<file path="src/rtl/serial_subtractor_pkg.sv">
// Shared types and sizing helpers for the slice-serial subtractor.
package serial_subtractor_pkg;

  typedef enum logic [1:0] {
    IDLE = 2'd0,
    RUN  = 2'd1,
    DONE = 2'd2
  } state_t;

  localparam int DEF_WIDTH = 16;
  localparam int DEF_SLICE = 4;

  // Number of slices (cycles) needed to cover the full operand width.
  function automatic int nslice(input int width, input int slice);
    return width / slice;
  endfunction

  // Slice counter width; never narrower than one bit.
  function automatic int cnt_width(input int n);
    return (n <= 2) ? 1 : $clog2(n);
  endfunction

endpackage

</file>
<file path="src/rtl/serial_subtractor_sub_slice.sv">
// Combinational W-bit ripple-borrow subtractor: d = a - b - bin.
module sub_slice #(
  parameter int W = 4
) (
  input  logic [W-1:0] a,
  input  logic [W-1:0] b,
  input  logic         bin,
  output logic [W-1:0] d,
  output logic         bout
);

  logic [W:0] br;

  assign br[0] = bin;

  // One full subtractor per bit; the borrow ripples LSB to MSB.
  genvar gi;
  generate
    for (gi = 0; gi < W; gi++) begin : g_fs
      assign d[gi]    = a[gi] ^ b[gi] ^ br[gi];
      assign br[gi+1] = (~a[gi] & b[gi]) | (~(a[gi] ^ b[gi]) & br[gi]);
    end
  endgenerate

  assign bout = br[W];

endmodule

</file>
<file path="src/rtl/serial_subtractor.sv">
// Slice-serial subtractor: x - y - bin computed SLICE bits per cycle,
// with registered difference, borrow-out and signed-overflow flags.
module serial_subtractor
  import serial_subtractor_pkg::*;
#(
  parameter int WIDTH = DEF_WIDTH,
  parameter int SLICE = DEF_SLICE
) (
  input  logic             clk,
  input  logic             rst,
  input  logic             start,
  input  logic [WIDTH-1:0] x,
  input  logic [WIDTH-1:0] y,
  input  logic             bin,
  output logic             busy,
  output logic             done,
  output logic [WIDTH-1:0] diff,
  output logic             bout,
  output logic             ovf
);

  localparam int NSLICE = nslice(WIDTH, SLICE);
  localparam int CW     = cnt_width(NSLICE);
  localparam logic [CW-1:0] LAST = CW'(NSLICE - 1);
  localparam int MSB    = WIDTH - 1;

  // Reject configurations where the slices do not tile the operand exactly.
  generate
    if ((WIDTH % SLICE) != 0) begin : g_bad_width
      $error("serial_subtractor: WIDTH must be a multiple of SLICE");
    end
  endgenerate

  state_t          state_reg;
  logic [CW-1:0]   cnt_reg;
  logic [WIDTH-1:0] x_reg;
  logic [WIDTH-1:0] y_reg;
  logic [WIDTH-1:0] work_reg;
  logic [WIDTH-1:0] work_next;
  logic [WIDTH-1:0] diff_reg;
  logic            borrow_reg;
  logic            bout_reg;
  logic            ovf_reg;
  logic            busy_reg;
  logic            done_reg;

  logic [SLICE-1:0] x_sl [NSLICE];
  logic [SLICE-1:0] y_sl [NSLICE];
  logic [SLICE-1:0] a_slice;
  logic [SLICE-1:0] b_slice;
  logic [SLICE-1:0] d_slice;
  logic             slice_bout;

  // View the operands as arrays of slices, and splice the current slice
  // result into the working value so the final edge can load it whole.
  genvar gi;
  generate
    for (gi = 0; gi < NSLICE; gi++) begin : g_slices
      assign x_sl[gi] = x_reg[gi*SLICE +: SLICE];
      assign y_sl[gi] = y_reg[gi*SLICE +: SLICE];
      assign work_next[gi*SLICE +: SLICE] =
        (cnt_reg == CW'(gi)) ? d_slice : work_reg[gi*SLICE +: SLICE];
    end
  endgenerate

  assign a_slice = x_sl[cnt_reg];
  assign b_slice = y_sl[cnt_reg];

  // The single borrow chain, reused every RUN cycle. The running borrow is
  // preloaded with bin on accept, so bin only affects slice 0.
  sub_slice #(.W(SLICE)) u_slice (
    .a   (a_slice),
    .b   (b_slice),
    .bin (borrow_reg),
    .d   (d_slice),
    .bout(slice_bout)
  );

  // Control FSM plus operand, working and result registers.
  always_ff @(posedge clk or posedge rst) begin
    if (rst) begin
      state_reg  <= IDLE;
      cnt_reg    <= '0;
      x_reg      <= '0;
      y_reg      <= '0;
      work_reg   <= '0;
      borrow_reg <= 1'b0;
      diff_reg   <= '0;
      bout_reg   <= 1'b0;
      ovf_reg    <= 1'b0;
      busy_reg   <= 1'b0;
      done_reg   <= 1'b0;
    end else begin
      case (state_reg)
        IDLE, DONE: begin
          if (start) begin
            x_reg      <= x;
            y_reg      <= y;
            borrow_reg <= bin;
            cnt_reg    <= '0;
            state_reg  <= RUN;
            busy_reg   <= 1'b1;
            done_reg   <= 1'b0;
          end else begin
            state_reg  <= IDLE;
            busy_reg   <= 1'b0;
            done_reg   <= 1'b0;
          end
        end
        RUN: begin
          work_reg   <= work_next;
          borrow_reg <= slice_bout;
          cnt_reg    <= cnt_reg + CW'(1);
          if (cnt_reg == LAST) begin
            state_reg <= DONE;
            busy_reg  <= 1'b0;
            done_reg  <= 1'b1;
            diff_reg  <= work_next;
            bout_reg  <= slice_bout;
            ovf_reg   <= (x_reg[MSB] != y_reg[MSB]) && (work_next[MSB] != x_reg[MSB]);
          end
        end
        default: begin
          state_reg <= IDLE;
          busy_reg  <= 1'b0;
          done_reg  <= 1'b0;
        end
      endcase
    end
  end

  assign busy = busy_reg;
  assign done = done_reg;
  assign diff = diff_reg;
  assign bout = bout_reg;
  assign ovf  = ovf_reg;

endmodule

</file>
<file path="config.mk">
export PLATFORM = sky130hd
export DESIGN_NAME = serial_subtractor
export DESIGN_NICKNAME = d
export VERILOG_FILES = /design/src/rtl/serial_subtractor_pkg.sv /design/src/rtl/serial_subtractor_sub_slice.sv /design/src/rtl/serial_subtractor.sv
export SDC_FILE = /design/constraint.sdc
export NUM_CORES = 1
export LEC_CHECK = 0
export BUFFER_PORTS_ARGS = -buffer_cell sky130_fd_sc_hd__buf_2
export CAP_MARGIN = 5
export CORE_MARGIN = 2
export CORE_UTILIZATION = 55
export CTS_CLUSTER_SIZE = 14
export DETAILED_ROUTE_END_ITERATION = 8
export PLACE_DENSITY = 0.8
export SYNTH_ARGS = -nofsm -noshare
export SYNTH_HDL_FRONTEND = slang
export SYNTH_SLANG_ARGS = --single-unit
</file>
<file path="constraint.sdc">
create_clock -name clk -period 4.6 [get_ports clk]
set_clock_uncertainty 0.15 [all_clocks]
set_input_delay 0.23 -clock clk [delete_from_list [all_inputs] [get_ports clk]]
set_output_delay 0.23 -clock clk [all_outputs]
set_load 0.02 [all_outputs]
</file>
==> results of run 1 <==
[cell usage in the layout, fill, tap and decap left out, types with 2 or more instances in the layout]
| cell type | instances |
|---|---|
| mux4_2 | 5 |
| mux2_2 | 6 |
| clkbuf_1 | 4 |
| clkbuf_8 | 10 |
| clkinv_2 | 2 |
| o21ai_0 | 27 |
| nand2b_1 | 2 |
| dfrtp_1 | 68 |
| buf_2 | 55 |
| mux2i_1 | 9 |
| nand3b_1 | 3 |
| fa_1 | 4 |
| mux4_1 | 3 |
| nor2_1 | 3 |
| ha_1 | 4 |
| dlygate4sd3_1 | 33 |
| nand2_1 | 121 |
| inv_1 | 12 |
| mux2_4 | 2 |
[layout make-up]
| class | instances | area (um^2) |
|---|---|---|
| clock buffers | 14 | 152.6 |
| inverters | 13 | 48.80 |
| clock inverters | 2 | 10.01 |
| repair buffers | 90 | 628.1 |
| well taps | 72 | 90.09 |
| fillers | 426 | 1650 |
| multi-input cells | 198 | 1225 |
| flip-flops and latches | 68 | 1702 |
[power breakdown]
part / switching (mW) / total, mW / internal (mW)
sequential: 0.203 / 1.10 / 0.893
clock: 0.213 / 0.422 / 0.210
combinational: 0.834 / 1.48 / 0.644
[worst min-delay path by stage]
stage           from                     to
6_report         rst   diff[14]$_DFFE_PP0P_
5_1_grt          rst   diff[14]$_DFFE_PP0P_
4_1_cts          rst   diff[14]$_DFFE_PP0P_
3_5_place_dp   x[14]  x_reg[14]$_DFFE_PP0P_
3_3_place_gp    x[9]   x_reg[9]$_DFFE_PP0P_
2_1_floorplan   x[0]   x_reg[0]$_DFFE_PP0P_
[repair_timing]
| item | in CTS | in global routing |
|---|---|---|
| endpoints found under the setup margin | 0 | 0 |
| hold endpoints to repair | 33 | 0 |
| hold buffers | 33 | 0 |
[logic make-up (layout without fill, tap and decap cells)]
family          count (synthesis)  count (layout)  synth area share
compound gates                 31              31           0.05335
fa+ha+maj                       8               8           0.04172
buf+inv                        32             119           0.06177
flops                          68              68            0.5455
mux                            25              25            0.1215
simple gates                  134             134            0.1761
[routing by layer]
layer | wire length (um) | vias up | part of all wire
met5 | 0 | - | 0
met4 | 126 | 0 | 0.020
met3 | 216 | 11 | 0.035
met2 | 3266 | 57 | 0.52
met1 | 2645 | 1090 | 0.42
li1 | - | 1125 | -
[tightest hold or removal path: cells and delay by family]
kind / cells / cell delay [ns]
buf+inv: 3 / 0.78
==> flow_metrics.env, run 1 <==
export IMPL_crit_fanout=12
export IMPL_outcome="complete, but fails checks"
export IMPL_rr_startpoint="cnt_reg[1]$_DFFE_PP0P_"
export IMPL_peakVddDrop_uv=552.4
export IMPL_gp_congestion=0.7780
export IMPL_slew_viol_final=0
export IMPL_p_per_area_nw_per_um2=777.1
export IMPL_cp_top_family="adder cells"
export IMPL_crit_top_cell="fa_1"
export IMPL_hold_violations=22
export IMPL_synth_top_cell_by_area="dfrtp_1"
export IMPL_clk_latency_ns=0.34
export IMPL_ff2ff_setup_slack_ns=1.07
export IMPL_instances_no_fill=457
export IMPL_relSlewSlack=0.2078
export IMPL_ys_warn_count=0
export IMPL_syn_area_um2=3119
export IMPL_antenna_found_initial=0
export IMPL_synth_edff_count=0
export IMPL_cp_arrival_ns=3.59
export IMPL_area_growth_pct=23.63
export IMPL_nets=424
export IMPL_p_leak_nw=1.997
export IMPL_cp_depth=11
export IMPL_synth_seq_cells=68
export IMPL_p_total_mw=2.997
export IMPL_worstPathBufferInverterCount=3
export IMPL_cp_slowest_cell="dfrtp_1"
export IMPL_floorplan_initialDensity=0.5665
export IMPL_fmax_ghz=0.2834
export IMPL_synth_fp_nets=342
export IMPL_detail_route_wl_per_cell_um=13.69
export IMPL_layout_drive_gt1_share=0.2208
export IMPL_clock_sinks=68
export IMPL_max_stage_delay_ns=0.66
export IMPL_fin_hold_ws_ns=-0.01330
export IMPL_via_per_inst=4.996
export IMPL_final_period_utilization=0.7672
export IMPL_grt_pass1_vias=2335
export IMPL_synth_common_cells="nand2_1 (121), dfrtp_1 (68), o21ai_0 (27)"
export IMPL_grt_busiest_layer="met2"
export IMPL_synth_top_area_frac=0.5455
export IMPL_synth_most_common_cell="nand2_1"
export IMPL_grt_usage=0.2282
export IMPL_final_cell_area_um2=3856
export IMPL_async_flop_share=1.000
export IMPL_die_y_um=79.31
export IMPL_drt_wl_total_mm=6.255
export IMPL_crit_end="ovf$_DFFE_PP0P_"
export IMPL_num_io_pins=56
export IMPL_grt_pass1_wl_mm=10.74
export IMPL_timing_final_ws_setup_ns=1.071
export IMPL_gr_total_overflow=0
export IMPL_crit_path_end_kind="flip-flop"
export IMPL_clockRootBuffer="clkbuf_8"
export IMPL_grt_max_degree=69
export IMPL_dr_pass1_iters=4
export IMPL_rr_worst_depth=11
export IMPL_dieArea_um2=6290
export IMPL_num_antenna_cells=0
export IMPL_drc=0
export IMPL_hpwl_mm=3.856
export IMPL_vias=2283
export IMPL_dp_cells=407
export IMPL_rsz0062_at_grt="no"
export IMPL_cts_buffer_depth=2
export IMPL_synthDistinctLibCells=26
export IMPL_die_x_um=79.31
export IMPL_maxCapViolations=0
export IMPL_core_um2=5507
export IMPL_violations="negative hold slack"
export IMPL_startpoint="cnt_reg[1]$_DFFE_PP0P_"
export IMPL_postLayoutCoreUtil=0.7003
export IMPL_post_place_ws_ns=1.080
export IMPL_worst_slew_pin_transition_ns=1.188
export IMPL_syn_inst=298
export IMPL_cp_start_kind="flip-flop"
export IMPL_ys_seq_area_frac=0.5455
export IMPL_post_dp_cell_area_um2=3348
export IMPL_met2_usage=0.4000
export IMPL_rows=27
export IMPL_tritoncts="yes"
export IMPL_required_ns=4.67
export IMPL_drtAntennaViolNets=0
export IMPL_dr_first_iter_drc_count=158
export IMPL_grt_use_met3=0.03977
export IMPL_ys_flop_type="dfrtp_1"
export IMPL_cts_made_buffers=9
export IMPL_fin_setup_tns_ns=0
export IMPL_synth_area_leaders="dfrtp_1 (55%), nand2_1 (15%), o21ai_0 (4.3%)"
export IMPL_path_class="reg2reg"
export IMPL_final_setup_viol_count=0
export IMPL_use_met1=0.2727
export IMPL_worstHoldPathType="in2async"
export IMPL_r2r_end="ovf$_DFFE_PP0P_"
export IMPL_synth_avg_cell_area_um2=10.47
export IMPL_postCtsSetupBuffers=0
export IMPL_ctsResizeCount=0
export IMPL_final_min_clock_period_ns=3.529
export IMPL_htreeDepth=3
export IMPL_cp_cell_sequence="mux4_2 > inv_1 > fa_1 > inv_1 > fa_1 > fa_1 > inv_1 > fa_1 > and3b_1 > a21oi_1 > o21ai_0"
export IMPL_clk_pin_slew_worst_paths_ns=0.07
export IMPL_port_buffers=55
No activity file was read; power rests on OpenSTA's default activity.
==> inputs of run 2 (changes only) <==
CORE_UTILIZATION = 50   (was 55)
PLACE_DENSITY = 0.77   (was 0.8)
clock period = 2.87 ns   (was 4.6 ns; I/O delays follow)
==> run 2 against run 1 <==
  * First-iteration DRC count shrank 50%
  * Routed wire length is 8.8% higher
  * Core utilization fell by 2.4 points
  * Non-clock buffer count increased by 15
  * The flow finishes with violations (negative setup slack)
  * Cell area up 5.0%
  * Via count rose by 3.2%
  * Worst setup slack lost 1.3 ns
  * Final cell count up 3.7%
  * Sequential power up 55%
  * Clock power rose by 130%
  * Fmax rose by 16%
  * Die area rose by 9.5%
==> flow_metrics.env, run 2 (synthesis results as in run 1) <==
export IMPL_layout_drive_gt1_share=0.2682
export IMPL_core_um2=5991
export IMPL_hpwl_mm=4.611
export IMPL_p_leak_nw=2.091
export IMPL_outcome="complete, but fails checks"
export IMPL_final_cell_mix="nand2_1 (121), dfrtp_1 (68), buf_2 (55)"
export IMPL_die_x_um=82.99
export IMPL_hold_violations=0
export IMPL_fmax_ghz=0.3278
export IMPL_clk_latency_ns=0.35
export IMPL_dr_first_iter_drc_count=79
export IMPL_die_y_um=82.99
export IMPL_nets=439
export IMPL_rsz0062_at_grt="yes"
export IMPL_rows=28
export IMPL_gr_total_overflow=0
export IMPL_p_per_area_nw_per_um2=1348
export IMPL_gp_congestion=0.7909
export IMPL_via_per_inst=4.970
export IMPL_drtAntennaViolNets=0
export IMPL_crit_top_cell="inv_2"
export IMPL_clockRootBuffer="clkbuf_8"
export IMPL_instances_no_fill=474
export IMPL_rr_startpoint="cnt_reg[1]$_DFFE_PP0P_"
export IMPL_cp_slowest_cell="mux4_2"
export IMPL_cp_cell_sequence="mux4_2 > inv_2 > fa_1 > inv_2 > fa_2 > fa_2 > inv_2 > fa_1 > buf_6 > mux2_4"
export IMPL_multi_input_area_um2=1226
export IMPL_crit_end="diff[15]$_DFFE_PP0P_"
export IMPL_num_antenna_cells=0
export IMPL_startpoint="cnt_reg[1]$_DFFE_PP0P_"
export IMPL_final_period_utilization=1.063
export IMPL_crit_fanout=7
export IMPL_worstHoldPathType="in2reg"
export IMPL_worst_slew_pin_transition_ns=0.6636
export IMPL_grt_max_degree=43
export IMPL_drc=0
export IMPL_rr_worst_depth=10
export IMPL_drt_wl_total_mm=6.807
export IMPL_dp_cells=423
export IMPL_port_buffers=55
export IMPL_grt_pass1_wl_mm=11.16
export IMPL_nFillCells=467
export IMPL_cts_buffer_depth=2
export IMPL_area_growth_pct=29.80
export IMPL_seqCellArea_um2=1702
export IMPL_dr_pass1_iters=5
export IMPL_post_place_ws_ns=-0.2295
export IMPL_cts_made_buffers=9
export IMPL_peakVddDrop_uv=907.7
export IMPL_r2r_end="diff[15]$_DFFE_PP0P_"
export IMPL_postLayoutCoreUtil=0.6759
export IMPL_htreeDepth=3
export IMPL_tritoncts="yes"
export IMPL_crit_path_end_kind="flip-flop"
export IMPL_dieArea_um2=6887
export IMPL_num_io_pins=56
export IMPL_final_setup_viol_count=8
export IMPL_antenna_found_initial=0
export IMPL_vias=2356
export IMPL_relSlewSlack=0.5556
export IMPL_cp_start_kind="flip-flop"
export IMPL_violations="negative setup slack"
export IMPL_final_min_clock_period_ns=3.051
export IMPL_required_ns=2.96
export IMPL_floorplan_initialDensity=0.5207
export IMPL_path_class="reg2reg"
export IMPL_detail_route_wl_per_cell_um=14.36
export IMPL_maxCapViolations=0
export IMPL_max_stage_delay_ns=0.53
export IMPL_final_common_cell="nand2_1"
export IMPL_fin_setup_tns_ns=-1.315
export IMPL_clk_pin_slew_worst_paths_ns=0.08
export IMPL_clock_sinks=68
export IMPL_timing_final_ws_setup_ns=-0.1809
export IMPL_cp_arrival_ns=3.14
export IMPL_slew_viol_final=0
export IMPL_fin_hold_ws_ns=0.1819
export IMPL_grt_pass1_vias=2377
export IMPL_grt_usage=0.2071
export IMPL_ff2ff_setup_slack_ns=-0.18
==> run 2: changes by cell type in the layout (fill, tap and decap cells not counted), sizes merged <==
cell	delta
dlygate4sd3	+1
bufinv	+3
clkinvlp	+1
buf	+14
clkinv	-2
clkbuf	-3
==> run 2: critical path: cells and delay by family (launching register included) <==
| kind | cells | cell delay [ns] |
|---|---|---|
| fa+ha+maj | 4 | 1.27 |
| buf+inv | 4 | 0.34 |
| flops | 1 | 0.39 |
| mux | 2 | 0.79 |
==> run 2: area by class of cell <==
type | instances | share of cell area
clock buffers | 11 | 0.03492
clock inverters | 4 | 0.02410
inverters | 13 | 0.01205
multi-input cells | 198 | 0.3028
flip-flops and latches | 68 | 0.4203
well taps | 75 | 0.02318
repair buffers | 105 | 0.1826
==> run 2: what timing repair did <==
| action | CTS | global route |
|---|---|---|
| cloned | 0 | 0 |
| endpoints found under the hold margin | 101 | 0 |
| buffers inserted | 1 | 1 |
| setup endpoints to repair | 8 | 9 |
| pin swaps | 1 | 0 |
| hold buffers | 34 | 0 |
| resized for setup | 3 | 1 |
==> run 2: power breakdown <==
part / internal, mW / switching, mW / leakage (nW)
combinational: 1.25 / 1.54 / 1.14
clock: 0.597 / 0.367 / 0.116
sequential: 1.43 / 0.280 / 0.836
total: 3.27 / 2.18 / 2.09
==> run 2: routing by layer <==
layer | global-route usage | vias to the layer above | wire [um]
met2 | 0.3629 | 70 | 3500
met1 | 0.2500 | 1117 | 2874
met4 | 0.08793 | 0 | 132
li1 | - | 1156 | -
met5 | 0 | - | 0
met3 | 0.03877 | 13 | 300
==> run 2: per-stage QoR <==
step	power, mW	area [um^2]
after detailed placement	4.403	3455
after global placement	4.270	3455
final	5.459	4049
after floorplan	3.684	3131
after global routing	5.846	4049
after CTS	5.453	4041
==> run 2: worst min path at each step <==
stage	start	to	slack (ns)	cells past startpoint
detailed placement	rst	diff[3]$_DFFE_PP0P_	0.08	3
global route	start	y_reg[2]$_DFFE_PP0P_	0.20	4
global placement	rst	diff[14]$_DFFE_PP0P_	0.07	3
finish	start	y_reg[9]$_DFFE_PP0P_	0.18	4
floorplan	x[0]	x_reg[0]$_DFFE_PP0P_	0.1	2
CTS	start	y_reg[9]$_DFFE_PP0P_	0.18	4
==> inputs of run 3 (changes only) <==
--- a/config.mk
+++ b/config.mk
@@ -12,4 +12,5 @@
 export CTS_CLUSTER_SIZE = 14
 export DETAILED_ROUTE_END_ITERATION = 8
+export HOLD_SLACK_MARGIN = 0.12
 export PLACE_DENSITY = 0.77
 export SYNTH_ARGS = -nofsm -noshare
==> constraint.sdc (replaced) <==
create_clock -name clk -period 2.87 [get_ports clk]
set_clock_uncertainty 0.15 [all_clocks]
set_input_delay 0.287 -clock clk [delete_from_list [all_inputs] [get_ports clk]]
set_output_delay 0.287 -clock clk [all_outputs]
set_load 0.02 [all_outputs]
==> run 3 against run 2 <==
  * The flow still finishes with violations (negative setup slack)
  * Routed wire length decreased by 0.56%
  * Non-clock buffer count decreased by 1
  * Count of clock-buffer cells in the layout increased by 2
  * Worst setup slack got worse by 0.00077 ns
  * Global-route usage increased by 0.38 points
  * Core utilization decreased by 1.0 points
  * Register-to-register slack about the same
  * Die area unchanged
  * Combinational power increased by 2%
  * Clock power decreased by 22%
  * Final cell count decreased by 0.21%
  * Critical path type unchanged
  * Critical endpoint unchanged
  * Largest cell class unchanged
==> flow_metrics.env, run 3 (synthesis results as in run 1) <==
export IMPL_nFillCells=469
export IMPL_slew_viol_final=0
export IMPL_worst_slew_pin_transition_ns=0.8334
export IMPL_grt_pass1_vias=2433
export IMPL_cp_top_family="adder cells"
export IMPL_vias=2351
export IMPL_clk_pin_slew_worst_paths_ns=0.06
export IMPL_tritoncts="yes"
export IMPL_violations="negative setup slack"
export IMPL_dr_first_iter_drc_count=185
export IMPL_crit_path_end_kind="flip-flop"
export IMPL_ff2ff_setup_slack_ns=-0.18
export IMPL_worstHoldPathType="reg2reg"
export IMPL_final_cell_mix="nand2_1 (121), dfrtp_1 (68), buf_2 (55)"
export IMPL_fmax_ghz=0.3277
export IMPL_outcome="complete, but fails checks"
export IMPL_rsz0062_at_grt="yes"
export IMPL_grt_usage=0.2109
export IMPL_hold_end="y_reg[9]$_DFFE_PP0P_"
export IMPL_p_per_area_nw_per_um2=1327
export IMPL_die_y_um=82.99
export IMPL_cts_made_buffers=9
export IMPL_die_x_um=82.99
export IMPL_cp_cell_sequence="mux4_2 > fa_1 > inv_2 > fa_2 > fa_2 > inv_2 > fa_1 > buf_6 > mux2_4"
export IMPL_rr_worst_depth=9
export IMPL_grt_max_degree=36
export IMPL_cp_slowest_cell="mux4_2"
export IMPL_drt_wl_total_mm=6.769
export IMPL_hold_depth=2
export IMPL_num_io_pins=56
export IMPL_drc=0
export IMPL_cp_arrival_ns=3.12
export IMPL_antenna_found_initial=0
export IMPL_maxCapViolations=0
export IMPL_path_class="reg2reg"
export IMPL_rr_startpoint="cnt_reg[0]$_DFFE_PP0P_"
export IMPL_fin_setup_tns_ns=-1.276
export IMPL_cp_start_kind="flip-flop"
export IMPL_rows=28
export IMPL_drtAntennaViolNets=0
export IMPL_core_um2=5991
export IMPL_fin_hold_ws_ns=0.3226
export IMPL_layout_drive_gt1_share=0.2613
export IMPL_clockRootBuffer="clkbuf_8"
export IMPL_num_antenna_cells=0
export IMPL_clock_sinks=68
export IMPL_htreeDepth=3
export IMPL_clk_latency_ns=0.33
export IMPL_max_stage_delay_ns=0.54
export IMPL_hold_path_startpoint="y_reg[9]$_DFFE_PP0P_"
export IMPL_dieArea_um2=6887
export IMPL_gp_congestion=0.8001
export IMPL_dr_pass1_iters=4
export IMPL_r2r_end="diff[15]$_DFFE_PP0P_"
export IMPL_floorplan_initialDensity=0.5207
export IMPL_worstPathBufferInverterCount=3
export IMPL_peakVddDrop_uv=878.0
export IMPL_cts_buffer_depth=2
export IMPL_crit_fanout=7
export IMPL_grt_pass1_wl_mm=11.47
export IMPL_final_common_cell="nand2_1"
export IMPL_p_total_mw=5.289
export IMPL_port_buffers=55
export IMPL_detail_route_wl_per_cell_um=14.31
export IMPL_hpwl_mm=4.531
export IMPL_final_period_utilization=1.063
export IMPL_hold_violations=0
export IMPL_nets=438
export IMPL_final_min_clock_period_ns=3.052
export IMPL_required_ns=2.94
export IMPL_final_setup_viol_count=8
export IMPL_relSlewSlack=0.4444
export IMPL_p_leak_nw=2.063
export IMPL_area_growth_pct=27.80
export IMPL_via_per_inst=4.970
export IMPL_post_place_ws_ns=-0.2166
export IMPL_timing_final_ws_setup_ns=-0.1817
export IMPL_gr_total_overflow=0
[run 3: through the flow]
| stage | area, um^2 | std cells | utilization |
|---|---|---|---|
| 3_3_place_gp | 3447 | 422 | 0.5754 |
| 5_1_grt | 3986 | 473 | 0.6654 |
| 6_report | 3986 | 473 | 0.6654 |
| 4_1_cts | 3975 | 471 | 0.6635 |
| 3_5_place_dp | 3447 | 422 | 0.5754 |
| 2_1_floorplan | 3131 | 298 | - |
[run 3: routing by layer]
layer / track usage / part of all wire
met5: 0 / 0
met2: 0.3607 / 0.51
met4: 0.08495 / 0.017
met1: 0.2645 / 0.43
met3: 0.03976 / 0.043
[run 3: report_power, final]
group	switching [mW]	leakage, nW	total (mW)	internal (mW)
clock network	0.327	0.0935	0.747	0.420
registers	0.277	0.836	1.71	1.43
logic	1.55	1.13	2.83	1.28
[run 3: timing repair]
action	4_1_cts	5_1_grt
resized for setup	1	4
pin swaps	2	2
hold endpoints to repair	51	0
endpoints found under the setup margin	8	9
buffers inserted	0	2
hold buffers	34	0
[run 3: worst max-delay path by stage]
stage / from / to / slack [ns] / cells past startpoint
6_report: cnt_reg[0]$_DFFE_PP0P_ / diff[15]$_DFFE_PP0P_ / -0.18 / 9
3_5_place_dp: cnt_reg[1]$_DFFE_PP0P_ / diff[15]$_DFFE_PP0P_ / -0.22 / 10
3_3_place_gp: cnt_reg[1]$_DFFE_PP0P_ / diff[15]$_DFFE_PP0P_ / -0.15 / 10
2_1_floorplan: cnt_reg[1]$_DFFE_PP0P_ / ovf$_DFFE_PP0P_ / -0.24 / 13
5_1_grt: cnt_reg[1]$_DFFE_PP0P_ / diff[15]$_DFFE_PP0P_ / -0.29 / 10
4_1_cts: cnt_reg[1]$_DFFE_PP0P_ / diff[15]$_DFFE_PP0P_ / -0.18 / 10
[run 3: area by class of cell]
class / instances / area, um^2 / area share
well taps: 75 / 93.84 / 0.02354
inverters: 13 / 48.80 / 0.01224
clock buffers: 13 / 148.9 / 0.03735
flip-flops and latches: 68 / 1702 / 0.4269
multi-input cells: 198 / 1226 / 0.3076
clock inverters: 2 / 35.03 / 0.008788
repair buffers: 104 / 732.0 / 0.1836
[run 3: tightest hold or removal path: stages, from the launching register on]
cell,delay [ns]
dfrtp_1,0.34
nand2_1,0.05
nand2_1,0.05
